### src/rtl/sdram_pro_arbit_pkg.sv
// ---------------------------------------------------------------------------
// sdram_pro_arbit_pkg
// Shared definitions for the SDRAM controller arbiter:
//   - SDRAM command encodings as {cs_n, ras_n, cas_n, we_n}
//   - idle address / bank values driven while no requester owns the bus
//   - arbiter state encoding and the command/address/bank bundle type
//   - default write-starvation limit
// ---------------------------------------------------------------------------
package sdram_pro_arbit_pkg;

  // SDRAM commands, {cs_n, ras_n, cas_n, we_n}
  localparam logic [3:0] CMD_NOP             = 4'b0111;
  localparam logic [3:0] CMD_ACTIVE          = 4'b0011;
  localparam logic [3:0] CMD_READ            = 4'b0101;
  localparam logic [3:0] CMD_WRITE           = 4'b0100;
  localparam logic [3:0] CMD_BURST_TERMINATE = 4'b0110;
  localparam logic [3:0] CMD_PRECHARGE       = 4'b0010;
  localparam logic [3:0] CMD_AUTO_REFRESH    = 4'b0001;

  // Values parked on the address/bank pins while arbitrating
  localparam logic [11:0] ADDR_IDLE = 12'hfff;
  localparam logic [1:0]  BA_IDLE   = 2'b11;

  // Consecutive write grants tolerated while a read is waiting
  localparam int unsigned MAX_WR_CONSEC = 4;

  typedef enum logic [2:0] {
    ST_INIT  = 3'd0,
    ST_ARBIT = 3'd1,
    ST_AREF  = 3'd2,
    ST_WRITE = 3'd3,
    ST_READ  = 3'd4
  } arb_state_t;

  typedef struct packed {
    logic [3:0]  cmd;
    logic [11:0] addr;
    logic [1:0]  ba;
  } sdram_bus_t;

  // Bus content while nobody owns the pins
  function automatic sdram_bus_t idle_bus();
    sdram_bus_t b;
    b.cmd  = CMD_NOP;
    b.addr = ADDR_IDLE;
    b.ba   = BA_IDLE;
    return b;
  endfunction

  // A sub-module owns the bus in these states
  function automatic logic is_busy_state(arb_state_t s);
    return (s == ST_AREF) || (s == ST_WRITE) || (s == ST_READ);
  endfunction

endpackage

### src/rtl/sdram_pro_arbit_if.sv
// ---------------------------------------------------------------------------
// sdram_pro_arbit_if
// Bundles every request/grant/bus signal between the init, auto-refresh,
// write and read sub-modules, the arbiter and the SDRAM pins.
//   slave  : arbiter view (takes requests and sub-module buses, drives
//            grants and the SDRAM pins)
//   master : requester / pin side view (the opposite directions)
// ---------------------------------------------------------------------------
interface sdram_pro_arbit_if;

  // init module
  logic        init_end;
  logic [3:0]  init_cmd;
  logic [11:0] init_addr;
  logic [1:0]  init_bank;

  // auto-refresh module
  logic        aref_req;
  logic        aref_end;
  logic [3:0]  aref_cmd;
  logic [11:0] aref_addr;
  logic [1:0]  aref_bank;

  // write module
  logic        wr_req;
  logic        wr_end;
  logic [3:0]  wr_cmd;
  logic [11:0] wr_addr;
  logic [1:0]  wr_bank;
  logic [15:0] wr_sdram_data;
  logic        wr_sdram_en;

  // read module
  logic        rd_req;
  logic        rd_end;
  logic [3:0]  rd_cmd;
  logic [11:0] rd_addr;
  logic [1:0]  rd_bank;

  // grants
  logic        aref_en;
  logic        wr_en;
  logic        rd_en;

  // SDRAM pins
  logic        sdram_cke;
  logic        sdram_cs_n;
  logic        sdram_ras_n;
  logic        sdram_cas_n;
  logic        sdram_we_n;
  logic [11:0] sdram_addr;
  logic [1:0]  sdram_ba;
  logic [15:0] sdram_dq_out;
  logic        sdram_dq_oe;
  logic        busy;

  modport slave (
    input  init_end, init_cmd, init_addr, init_bank,
    input  aref_req, aref_end, aref_cmd, aref_addr, aref_bank,
    input  wr_req, wr_end, wr_cmd, wr_addr, wr_bank, wr_sdram_data, wr_sdram_en,
    input  rd_req, rd_end, rd_cmd, rd_addr, rd_bank,
    output aref_en, wr_en, rd_en,
    output sdram_cke, sdram_cs_n, sdram_ras_n, sdram_cas_n, sdram_we_n,
    output sdram_addr, sdram_ba, sdram_dq_out, sdram_dq_oe, busy
  );

  modport master (
    output init_end, init_cmd, init_addr, init_bank,
    output aref_req, aref_end, aref_cmd, aref_addr, aref_bank,
    output wr_req, wr_end, wr_cmd, wr_addr, wr_bank, wr_sdram_data, wr_sdram_en,
    output rd_req, rd_end, rd_cmd, rd_addr, rd_bank,
    input  aref_en, wr_en, rd_en,
    input  sdram_cke, sdram_cs_n, sdram_ras_n, sdram_cas_n, sdram_we_n,
    input  sdram_addr, sdram_ba, sdram_dq_out, sdram_dq_oe, busy
  );

endinterface

### src/rtl/sdram_pro_arbit.sv
// ---------------------------------------------------------------------------
// sdram_pro_arbit
// Shares the SDRAM command/address/bank/DQ bus between the init,
// auto-refresh, write and read sub-modules. One owner at a time, fixed
// priority refresh > write > read, with reads promoted above writes after
// MAX_WR_CONSEC_P back-to-back write grants while a read is pending.
//
// Ports:
//   sys_clk    : system clock
//   sys_rst_n  : asynchronous active-low reset
//   bus        : sdram_pro_arbit_if.slave -- requests, end pulses and
//                command buses from the sub-modules; grants, SDRAM pins
//                and busy out
//
// Grants and the pin mux are combinational from the state register so a
// sub-module's command reaches the pins in the same cycle it is produced.
// ---------------------------------------------------------------------------
module sdram_pro_arbit
  import sdram_pro_arbit_pkg::*;
#(
  parameter int unsigned MAX_WR_CONSEC_P = MAX_WR_CONSEC
) (
  input  logic               sys_clk,
  input  logic               sys_rst_n,
  sdram_pro_arbit_if.slave   bus
);

  localparam int unsigned          CNT_W   = $clog2(MAX_WR_CONSEC_P + 1);
  localparam logic [CNT_W-1:0]     CNT_MAX = CNT_W'(MAX_WR_CONSEC_P);

  arb_state_t        r_state;
  logic [CNT_W-1:0]  r_wr_consec_cnt;
  sdram_bus_t        w_bus;
  logic              w_rd_starved;

  // Read has waited through the full allowance of write grants
  assign w_rd_starved = bus.rd_req && (r_wr_consec_cnt == CNT_MAX);

  // Ownership FSM plus the consecutive-write counter
  always_ff @(posedge sys_clk or negedge sys_rst_n) begin
    if (!sys_rst_n) begin
      r_state         <= ST_INIT;
      r_wr_consec_cnt <= '0;
    end else begin
      case (r_state)
        ST_INIT: begin
          if (bus.init_end) begin
            r_state <= ST_ARBIT;
          end else begin
            r_state <= ST_INIT;
          end
        end
        ST_ARBIT: begin
          if (bus.aref_req) begin
            r_state <= ST_AREF;
          end else if (w_rd_starved) begin
            r_state         <= ST_READ;
            r_wr_consec_cnt <= '0;
          end else if (bus.wr_req) begin
            r_state <= ST_WRITE;
            if (r_wr_consec_cnt != CNT_MAX) begin
              r_wr_consec_cnt <= r_wr_consec_cnt + CNT_W'(1);
            end else begin
              r_wr_consec_cnt <= r_wr_consec_cnt;
            end
          end else if (bus.rd_req) begin
            r_state         <= ST_READ;
            r_wr_consec_cnt <= '0;
          end else begin
            r_state <= ST_ARBIT;
          end
        end
        ST_AREF: begin
          if (bus.aref_end) begin
            r_state <= ST_ARBIT;
          end else begin
            r_state <= ST_AREF;
          end
        end
        ST_WRITE: begin
          if (bus.wr_end) begin
            r_state <= ST_ARBIT;
          end else begin
            r_state <= ST_WRITE;
          end
        end
        ST_READ: begin
          if (bus.rd_end) begin
            r_state <= ST_ARBIT;
          end else begin
            r_state <= ST_READ;
          end
        end
        default: begin
          r_state         <= ST_INIT;
          r_wr_consec_cnt <= '0;
        end
      endcase
    end
  end

  // Route the owner's command/address/bank to the pins
  always_comb begin
    w_bus = idle_bus();
    case (r_state)
      ST_INIT:  w_bus = '{cmd: bus.init_cmd, addr: bus.init_addr, ba: bus.init_bank};
      ST_AREF:  w_bus = '{cmd: bus.aref_cmd, addr: bus.aref_addr, ba: bus.aref_bank};
      ST_WRITE: w_bus = '{cmd: bus.wr_cmd,   addr: bus.wr_addr,   ba: bus.wr_bank};
      ST_READ:  w_bus = '{cmd: bus.rd_cmd,   addr: bus.rd_addr,   ba: bus.rd_bank};
      ST_ARBIT: w_bus = idle_bus();
      default:  w_bus = idle_bus();
    endcase
  end

  // Enables drop in the end-pulse cycle; the sub-modules would otherwise
  // see enable still high and start another burst.
  assign bus.aref_en = (r_state == ST_AREF)  && !bus.aref_end;
  assign bus.wr_en   = (r_state == ST_WRITE) && !bus.wr_end;
  assign bus.rd_en   = (r_state == ST_READ)  && !bus.rd_end;

  assign bus.sdram_cke = 1'b1;
  assign {bus.sdram_cs_n, bus.sdram_ras_n, bus.sdram_cas_n, bus.sdram_we_n} = w_bus.cmd;
  assign bus.sdram_addr = w_bus.addr;
  assign bus.sdram_ba   = w_bus.ba;

  // DQ is only driven while the writer owns the bus
  assign bus.sdram_dq_out = bus.wr_sdram_data;
  assign bus.sdram_dq_oe  = (r_state == ST_WRITE) && bus.wr_sdram_en;

  assign bus.busy = is_busy_state(r_state);

endmodule

### src/flat_wrapper.sv
// flat-port wrapper written by rule: the top's interface ports become plain ports
module sdram_pro_arbit_flat import sdram_pro_arbit_pkg::*;
#(
  parameter int unsigned MAX_WR_CONSEC_P = MAX_WR_CONSEC
)
  (sys_clk, sys_rst_n, bus_init_end, bus_init_cmd, bus_init_addr, bus_init_bank, bus_aref_req, bus_aref_end, bus_aref_cmd, bus_aref_addr, bus_aref_bank, bus_wr_req, bus_wr_end, bus_wr_cmd, bus_wr_addr, bus_wr_bank, bus_wr_sdram_data, bus_wr_sdram_en, bus_rd_req, bus_rd_end, bus_rd_cmd, bus_rd_addr, bus_rd_bank, bus_aref_en, bus_wr_en, bus_rd_en, bus_sdram_cke, bus_sdram_cs_n, bus_sdram_ras_n, bus_sdram_cas_n, bus_sdram_we_n, bus_sdram_addr, bus_sdram_ba, bus_sdram_dq_out, bus_sdram_dq_oe, bus_busy);
  sdram_pro_arbit_if bus_i ();
  input  logic sys_clk;
  input  logic sys_rst_n;
  input wire logic [$bits(bus_i.init_end)-1:0] bus_init_end;
  input wire logic [$bits(bus_i.init_cmd)-1:0] bus_init_cmd;
  input wire logic [$bits(bus_i.init_addr)-1:0] bus_init_addr;
  input wire logic [$bits(bus_i.init_bank)-1:0] bus_init_bank;
  input wire logic [$bits(bus_i.aref_req)-1:0] bus_aref_req;
  input wire logic [$bits(bus_i.aref_end)-1:0] bus_aref_end;
  input wire logic [$bits(bus_i.aref_cmd)-1:0] bus_aref_cmd;
  input wire logic [$bits(bus_i.aref_addr)-1:0] bus_aref_addr;
  input wire logic [$bits(bus_i.aref_bank)-1:0] bus_aref_bank;
  input wire logic [$bits(bus_i.wr_req)-1:0] bus_wr_req;
  input wire logic [$bits(bus_i.wr_end)-1:0] bus_wr_end;
  input wire logic [$bits(bus_i.wr_cmd)-1:0] bus_wr_cmd;
  input wire logic [$bits(bus_i.wr_addr)-1:0] bus_wr_addr;
  input wire logic [$bits(bus_i.wr_bank)-1:0] bus_wr_bank;
  input wire logic [$bits(bus_i.wr_sdram_data)-1:0] bus_wr_sdram_data;
  input wire logic [$bits(bus_i.wr_sdram_en)-1:0] bus_wr_sdram_en;
  input wire logic [$bits(bus_i.rd_req)-1:0] bus_rd_req;
  input wire logic [$bits(bus_i.rd_end)-1:0] bus_rd_end;
  input wire logic [$bits(bus_i.rd_cmd)-1:0] bus_rd_cmd;
  input wire logic [$bits(bus_i.rd_addr)-1:0] bus_rd_addr;
  input wire logic [$bits(bus_i.rd_bank)-1:0] bus_rd_bank;
  output wire logic [$bits(bus_i.aref_en)-1:0] bus_aref_en;
  output wire logic [$bits(bus_i.wr_en)-1:0] bus_wr_en;
  output wire logic [$bits(bus_i.rd_en)-1:0] bus_rd_en;
  output wire logic [$bits(bus_i.sdram_cke)-1:0] bus_sdram_cke;
  output wire logic [$bits(bus_i.sdram_cs_n)-1:0] bus_sdram_cs_n;
  output wire logic [$bits(bus_i.sdram_ras_n)-1:0] bus_sdram_ras_n;
  output wire logic [$bits(bus_i.sdram_cas_n)-1:0] bus_sdram_cas_n;
  output wire logic [$bits(bus_i.sdram_we_n)-1:0] bus_sdram_we_n;
  output wire logic [$bits(bus_i.sdram_addr)-1:0] bus_sdram_addr;
  output wire logic [$bits(bus_i.sdram_ba)-1:0] bus_sdram_ba;
  output wire logic [$bits(bus_i.sdram_dq_out)-1:0] bus_sdram_dq_out;
  output wire logic [$bits(bus_i.sdram_dq_oe)-1:0] bus_sdram_dq_oe;
  output wire logic [$bits(bus_i.busy)-1:0] bus_busy;
  assign bus_i.init_end = bus_init_end;
  assign bus_i.init_cmd = bus_init_cmd;
  assign bus_i.init_addr = bus_init_addr;
  assign bus_i.init_bank = bus_init_bank;
  assign bus_i.aref_req = bus_aref_req;
  assign bus_i.aref_end = bus_aref_end;
  assign bus_i.aref_cmd = bus_aref_cmd;
  assign bus_i.aref_addr = bus_aref_addr;
  assign bus_i.aref_bank = bus_aref_bank;
  assign bus_i.wr_req = bus_wr_req;
  assign bus_i.wr_end = bus_wr_end;
  assign bus_i.wr_cmd = bus_wr_cmd;
  assign bus_i.wr_addr = bus_wr_addr;
  assign bus_i.wr_bank = bus_wr_bank;
  assign bus_i.wr_sdram_data = bus_wr_sdram_data;
  assign bus_i.wr_sdram_en = bus_wr_sdram_en;
  assign bus_i.rd_req = bus_rd_req;
  assign bus_i.rd_end = bus_rd_end;
  assign bus_i.rd_cmd = bus_rd_cmd;
  assign bus_i.rd_addr = bus_rd_addr;
  assign bus_i.rd_bank = bus_rd_bank;
  assign bus_aref_en = bus_i.aref_en;
  assign bus_wr_en = bus_i.wr_en;
  assign bus_rd_en = bus_i.rd_en;
  assign bus_sdram_cke = bus_i.sdram_cke;
  assign bus_sdram_cs_n = bus_i.sdram_cs_n;
  assign bus_sdram_ras_n = bus_i.sdram_ras_n;
  assign bus_sdram_cas_n = bus_i.sdram_cas_n;
  assign bus_sdram_we_n = bus_i.sdram_we_n;
  assign bus_sdram_addr = bus_i.sdram_addr;
  assign bus_sdram_ba = bus_i.sdram_ba;
  assign bus_sdram_dq_out = bus_i.sdram_dq_out;
  assign bus_sdram_dq_oe = bus_i.sdram_dq_oe;
  assign bus_busy = bus_i.busy;
  sdram_pro_arbit #(.MAX_WR_CONSEC_P(MAX_WR_CONSEC_P)) u_core (.sys_clk(sys_clk), .sys_rst_n(sys_rst_n), .bus(bus_i));
endmodule
### config.mk
export PLATFORM = sky130hd
export DESIGN_NAME = sdram_pro_arbit_flat
export DESIGN_NICKNAME = d
export VERILOG_FILES = /design/src/rtl/sdram_pro_arbit_pkg.sv /design/src/rtl/sdram_pro_arbit_if.sv /design/src/rtl/sdram_pro_arbit.sv /design/src/flat_wrapper.sv
export SDC_FILE = /design/constraint.sdc
export NUM_CORES = 1
export LEC_CHECK = 0
export BUFFER_PORTS_ARGS = -buffer_cell sky130_fd_sc_hd__buf_2
export CORE_MARGIN = 4
export CORE_UTILIZATION = 35
export DETAILED_ROUTE_END_ITERATION = 12
export PLACE_DENSITY_LB_ADDON = 0.1
export RECOVER_POWER = 100
export SLEW_MARGIN = 40
export SYNTH_ARGS = -nofsm -noshare
export SYNTH_HDL_FRONTEND = slang
export SYNTH_SLANG_ARGS = --single-unit
export TNS_END_PERCENT = 50
### constraint.sdc
create_clock -name sys_clk -period 3.19 [get_ports sys_clk]
set_input_delay 0.638 -clock sys_clk [delete_from_list [all_inputs] [get_ports sys_clk]]
set_output_delay 0.638 -clock sys_clk [all_outputs]
set_load 0.01 [all_outputs]
==> results by group, run 1 <==
Global route
  – Largest net degree at the start of global routing: 27
  – GRT Residual Overflow: 0
  – Total track usage: 18.2%
  – Initial antenna violation count: 0
  – Vias in the first global route: roughly 1300
  – Global-route wire length before repair: between 6000 and 7000 um

CTS
  – TritonCTS clock tree: done
  – Clock tree sinks: 6
  – Post-CTS Hold Buffers: 0
  – Root Buffer: clkbuf_4
  – H-tree levels: 1
  – Post-CTS sizing: 0
  – Clk slew on worst S/H paths: 0.05 ns
  – Max Buffers Root-to-Sink: 2
  – Total CTS buffers: 3
  – Clk_lat worst skew: 0.25 ns
  – Post-CTS setup buffer count: 0

Route
  – First drt pass iteration count: 4
  – DRC viols: 0
  – Antenna viol nets, final: 0
  – Post-detailed-route via-to-cell ratio: between 5 and 6
  – DR iter-0 viols: 59
  – Via Count: between 1000 and 1500
  – WL final: a little over 4000 um
  – WL per Instance: about 16 um

Yosys
  – EDFF count, synth: 0
  – Syn_area_per_cell: 8.74 um^2
  – Sequential cell area fraction in the yosys report: between 10% and 20%
  – Library cells used by synthesis: 33
  – Synthesized instance count: 127
  – Synthesized area: about 0.0011 mm^2
  – Ys Warns: 0
  – FFs w/ async S/R, synth: 100%
  – Most common flop cell mapped by yosys: dfrtp_1
  – Mapped Nets: roughly 230
  – Yosys reg bits: 6

Finish
  – Final instance area: 0.00153 mm^2
  – Fillers: between 300 and 400
  – Commonest non-fill, non-tap cell in the layout: buf_2
  – Commonest cells after routing, fill and taps aside: buf_2, o22a_1, clkbuf_1, mux2_2
  – Nets@finish: 313
  – Area taken by multi-input logic gates: 748 um^2
  – Sequential Area: 150 um^2
  – Share of layout cells above drive strength 1: about half
  – Synth-to-Final Area Change: 37.5%
  – Antenna cells: 0

Worst setup path
  – Crit end category: primary output
  – CP required: approximately 2.6 ns
  – CP Class: flop to primary output
  – Critical path arrival: just over 2 ns
  – Crit-path max FO: 19
  – Startpoint types: flop

Floorplan
  – Core area: 0.00305 mm^2
  – Horiz. Die Dim: roughly 64 um
  – Die area: slightly above 0.004 mm^2
  – Floorplan row count: 20
  – Die Ht: 64.3 um
  – IO Pins: approximately 140
  – Initial Util: 36.4%

STA
  – Max-slew violations: 0
  – Final Hold Fails: 0
  – Slew of the pin with the lowest slew margin: around 0.67 ns
  – Endpoints failing setup: 0
  – Fmax: approximately 0.37 GHz
  – Crit path time final: between 2 and 3 ns
  – Final Skew: 0.00358 ns
  – Worst Setup Slack, final: slightly below 0.5 ns
  – Setup TNS: 0 ns
  – RSZ-0062 raised after global routing: no
  – Period utilization: between 80% and 90%
  – Slew margin rel.: about 55%

Pwr
  – P_int: just over 0.0005 W
  – Lkg Pwr: ~0.73 nW
  – Peak supply drop: approximately 0.26 mV
  – Switch share: a little under 50%
  – Clock share of power: approximately 7.3%
  – P_sw: 0.000488 W
  – Pwr dens: around 660 mW/mm^2
  – Flop pwr share: between 10% and 20%
  – Gate power share: roughly four fifths

Placement
  – GP Congestion: about 0.74
  – Post-Place Setup Slack: between 0.7 and 0.8 ns
  – Post-DP HPWL: between 3000 and 4000 um
  – Post-placement cell area: ~0.0015 mm^2
  – PortBufs: between 100 and 150

Run
  – Max Cap Viol: 0

Run status
  – Status: completed

Hold path
  – Worst hold path class: input port to asynchronous set/reset pin
[power by group through the flow]
stage | logic (W) | registers, W | clock network, W
detailed placement | 0.000828 | 0.000149 | 0
floorplan | 0.000609 | 0.000117 | 0
global route | 0.000856 | 0.000155 | 0.0000796
CTS | 0.000830 | 0.000148 | 0.0000764
global placement | 0.000819 | 0.000144 | 0
finish | 0.000786 | 0.000147 | 0.0000735
[state kept, by name, summed over array words and instances, names as in the netlist]
register,flops
u_core.r_wr_consec_cnt,3
u_core.r_state,3
[cell type report]
type	instances	share of cell area, %
Inverter	6	1.48
Clock buffer	3	1.48
Timing Repair Buffer	109	34.6
Multi-Input combinational cell	87	49.0
Tap cell	44	3.61
Sequential cell	6	9.84
[cell families (layout without fill, tap and decap cells)]
logic type	count (synthesis)	in the layout	share of synthesized area (%)
AOI/OAI and AO/OA	47	47	36.1
buffers and inverters	34	118	18.5
muxes	20	20	19.8
and+or+nand+nor	17	17	9.47
DFF	6	6	13.5
adders and majority gates	2	2	2.25
other	1	1	0.338
[path summary, 6_finish.rpt]
kind | start | endpoint | slack, ns | depth (start not counted)
min in group sys_clk | u_core.r_wr_consec_cnt[1] | u_core.r_wr_consec_cnt[1] | 0.55 | 1
setup reg to reg | u_core.r_state[1] | u_core.r_wr_consec_cnt[0] | 1.50 | 3
hold reg to reg | u_core.r_wr_consec_cnt[1] | u_core.r_wr_consec_cnt[1] | 0.55 | 1
hold / removal | sys_rst_n | u_core.r_wr_consec_cnt[1] | 0.26 | 1
setup / recovery | u_core.r_state[1] | bus_sdram_addr[8] | 0.50 | 4
max in group asynchronous | sys_rst_n | u_core.r_state[2] | 2.67 | 1
[synth_stat cells (3+ instances only)]
master | n | share of area [%]
nand2b_1 | 3 | 1.7
o22a_1 | 33 | 26
buf_2 | 7 | 3.2
mux2i_1 | 4 | 3.6
dfrtp_1 | 6 | 14
mux2_2 | 16 | 16
buf_4 | 18 | 12
inv_1 | 6 | 2.0
[worst max-delay path: stages, from the launching register on]
cell and delay (ns):
dfrtp_1 0.65, nor2b_1 0.24, nand2_1 0.41, o22a_1 0.38
clkbuf_1 0.13
[layer usage]
metal / up-vias / share of wire (%) / global-route usage, %
met1: 614 / 35 / 19.0
met2: 71 / 53 / 34.0
met4: 0 / 1.4 / 6.33
met5: - / 0 / 0
li1: 636 / - / -
met3: 12 / 11 / 5.62
[metrics by stage]
step	power (W)	hold slack, ns	utilization (%)	std cells
3_5_place_dp	0.000977	0.474	50.5	252
2_1_floorplan	0.000727	0.342	-	127
5_1_grt	0.00109	0.287	50.0	255
4_1_cts	0.00105	0.204	51.2	255
3_3_place_gp	0.000963	0.474	50.5	252
6_report	0.00101	0.263	50.0	255
Power figures use the tool's default switching activity.
==> inputs of run 2 (changes only) <==
--- a/config.mk
+++ b/config.mk
@@ -7,7 +7,7 @@
 export LEC_CHECK = 0
 export BUFFER_PORTS_ARGS = -buffer_cell sky130_fd_sc_hd__buf_2
 export CORE_MARGIN = 4
-export CORE_UTILIZATION = 35
+export CORE_UTILIZATION = 30
 export DETAILED_ROUTE_END_ITERATION = 12
 export PLACE_DENSITY_LB_ADDON = 0.1
 export RECOVER_POWER = 100
==> constraint.sdc (replaced) <==
create_clock -name sys_clk -period 2.39 [get_ports sys_clk]
set_input_delay 0.478 -clock sys_clk [delete_from_list [all_inputs] [get_ports sys_clk]]
set_output_delay 0.478 -clock sys_clk [all_outputs]
set_load 0.01 [all_outputs]
==> run 2 against run 1 <==
Against the previous run: routed wire length grew 3.0%; combinational power rose by 35%; via count down 2.9%; flip-flop and latch count stayed put; core utilization is 4.3 points lower; critical endpoint is now bus_sdram_addr[4].
==> results by group, run 2 (same netlist as run 1, synthesis figures left out) <==
CTS
  – Clock tree sinks: 6 (unchanged)
  – Total CTS buffers: 3 (unchanged)
  – TritonCTS clock tree: done
  – Clk slew on worst S/H paths: 0.04 ns (about the same)
  – Root Buffer: clkbuf_8
  – Max Buffers Root-to-Sink: 2 (unchanged)
  – H-tree levels: 1 (unchanged)
  – Clk_lat worst skew: 0.22 ns (-0.03 ns)

Global route
  – GRT Residual Overflow: 0 (unchanged)
  – Total track usage: 16.5% (-1.7 points)
  – Met3 usage: 3.08% (-2.5 points)
  – Global-route wire length before repair: 5880 um (-3.4%)
  – Vias in the first global route: 1329 (+0.76%)
  – Met1 GRT Util: 16.5% (-2.6 points)
  – Initial antenna violation count: 0 (unchanged)
  – Largest net degree at the start of global routing: 27 (unchanged)
  – GR peak layer: met2
  – GR met2 Demand/Resource: 32.2% (-1.8 points)

Worst setup path
  – Crit end category: primary output
  – CP max stage cell: dfrtp_2
  – R2r worst-path depth: 4 (+1)
  – Critical path arrival: 1.71 ns (-0.34 ns)
  – CP required: 1.91 ns (-0.64 ns)
  – Startpoint types: flop
  – CP Class: flop to primary output
  – Crit-path max FO: 9 (-10)
  – CP Buf/Inv Count: 2 (+1)
  – Critical Path Stages: 5 (+1)
  – Family with the most delay on the worst path: flip-flops
  – Crit-path max cell delay: 0.47 ns (-0.18 ns)
  – Most frequent CP cell: o22a_1
  – Cells along the critical path: buf_4, mux2_2, o22a_1, o22a_1, clkbuf_1

STA
  – Crit path time final: 2.19 ns
  – WHS: 0.112 ns (-0.151 ns)
  – Final Skew: 0.000109 ns (-0.00347 ns)
  – Final Hold Fails: 0 (unchanged)
  – Endpoints failing setup: 0 (unchanged)
  – Max-slew violations: 0 (unchanged)
  – RSZ-0062 raised after global routing: no
  – Slew margin rel.: 61.8% (+6.7 points)
  – Setup TNS: 0 ns (unchanged)
  – Slew of the pin with the lowest slew margin: 0.565 ns (-0.107 ns)
  – Period utilization: 91.5%
  – Fmax: ~0.46 GHz

Floorplan
  – Initial Util: 32.2% (-4.1 points)
  – Die Ht: 68.8 um (+7.0%)
  – IO Pins: 138 (unchanged)
  – Horiz. Die Dim: 68.8 um (+7.0%)
  – Floorplan row count: 21 (+5.0%)
  – Die area: 0.00474 mm^2 (+15%)
  – Core area: 0.00344 mm^2 (+13%)

Placement
  – GP Congestion: 0.787 (+6.0%)
  – Post-placement cell area: 0.00156 mm^2 (+1.5%)
  – PortBufs: 104 (unchanged)
  – Placed Cells: 255 (+1.2%)
  – Post-DP HPWL: 3530 um (+4.2%)

Finish
  – Synth-to-Final Area Change: 41.6%
  – Area taken by multi-input logic gates: 753 um^2 (+0.67%)
  – Share of layout cells above drive strength 1: 51.4% (+1.7 points)
  – Antenna cells: 0 (unchanged)
  – Commonest non-fill, non-tap cell in the layout: buf_2
  – Biggest regs: u_core.r_state: 3 flops, u_core.r_wr_consec_cnt: 3 flops
  – Fillers: 373 (+9.4%)
  – Final instance area: 0.00157 mm^2 (+3.0%)
  – Nets@finish: 314 (+0.32%)
  – Commonest cells after routing, fill and taps aside: buf_2, o22a_1, clkbuf_1, mux2_2, inv_1
  – Sequential Area: 151 um^2 (+0.83%)
  – Cell Count, Final, Fillers Out: 258 (+1.2%)

Route
  – Antenna viol nets, final: 0 (unchanged)
  – WL final: 4150 um (+3.0%)
  – First drt pass iteration count: 4 (unchanged)
  – Post-detailed-route via-to-cell ratio: 5.02 (-4.0%)
  – DR iter-0 viols: 14 (-76%)
  – DRC viols: 0 (unchanged)
  – Via Count: 1295 (-2.9%)
  – WL per Instance: 16.1 um (+1.8%)

Pwr
  – Pwr dens: 894 mW/mm^2 (+36%)
  – Lkg Pwr: 0.746 nW (+2.0%)
  – Peak supply drop: 0.351 mV (+34%)

Run
  – Max Cap Viol: 0 (unchanged)

Run status
  – Status: completed

Hold path
  – Worst hold path class: input port to asynchronous set/reset pin
[run 2: worst paths after layout]
check                      slack (ns)                 startpoint                        end
min                              0.11                  sys_rst_n  u_core.r_wr_consec_cnt[2]
min in group sys_clk             0.54  u_core.r_wr_consec_cnt[1]  u_core.r_wr_consec_cnt[1]
max                              0.20          u_core.r_state[2]          bus_sdram_addr[4]
max in group asynchronous        2.03                  sys_rst_n          u_core.r_state[2]
min reg2reg                      0.54  u_core.r_wr_consec_cnt[1]  u_core.r_wr_consec_cnt[1]
max reg2reg                      0.59          u_core.r_state[1]  u_core.r_wr_consec_cnt[0]
[run 2: stage by stage]
step	setup slack, ns	power (W)	util (%)
6_report	0.202	0.00141	45.7
5_1_grt	0.0909	0.00153	45.7
4_1_cts	0.0525	0.00149	46.7
3_5_place_dp	0.208	0.00132	45.4
3_3_place_gp	0.300	0.00129	45.4
2_1_floorplan	0.567	0.000970	-
[run 2: metal layers]
layer | wire (um) | up-vias
met4 | 123 | 0
met5 | 0 | -
met2 | 2030 | 79
met1 | 1480 | 566
li1 | - | 640
met3 | 518 | 10
[run 2: area by class of cell]
class | instances | share of cell area, %
sequential | 6 | 9.63
multi-input combinational | 87 | 47.9
timing repair buffer | 110 | 34.7
clock buffer | 3 | 2.63
inverter | 6 | 1.43
tap | 46 | 3.66
[run 2: timing repair]
| item | 4_1_cts | 5_1_grt |
|---|---|---|
| endpoints found under the hold margin | 0 | 0 |
| hold buffers | 0 | 0 |
| gates resized for setup | 2 | 1 |
| setup endpoints to repair | 14 | 3 |
| setup buffers | 0 | 0 |
[run 2: report_power, final]
| part | switching [W] | internal [W] |
|---|---|---|
| Sequential | 0.0000532 | 0.000139 |
| Combinational | 0.000559 | 0.000504 |
| Clock | 0.0000423 | 0.000108 |
| Total | 0.000654 | 0.000751 |
[run 2: worst register-to-register path, stage by stage, from the launching register on]
cell and delay, ns:
dfrtp_1 0.49, clkbuf_1 0.24, nor4b_1 0.57, and2_0 0.27, mux2_2 0.16
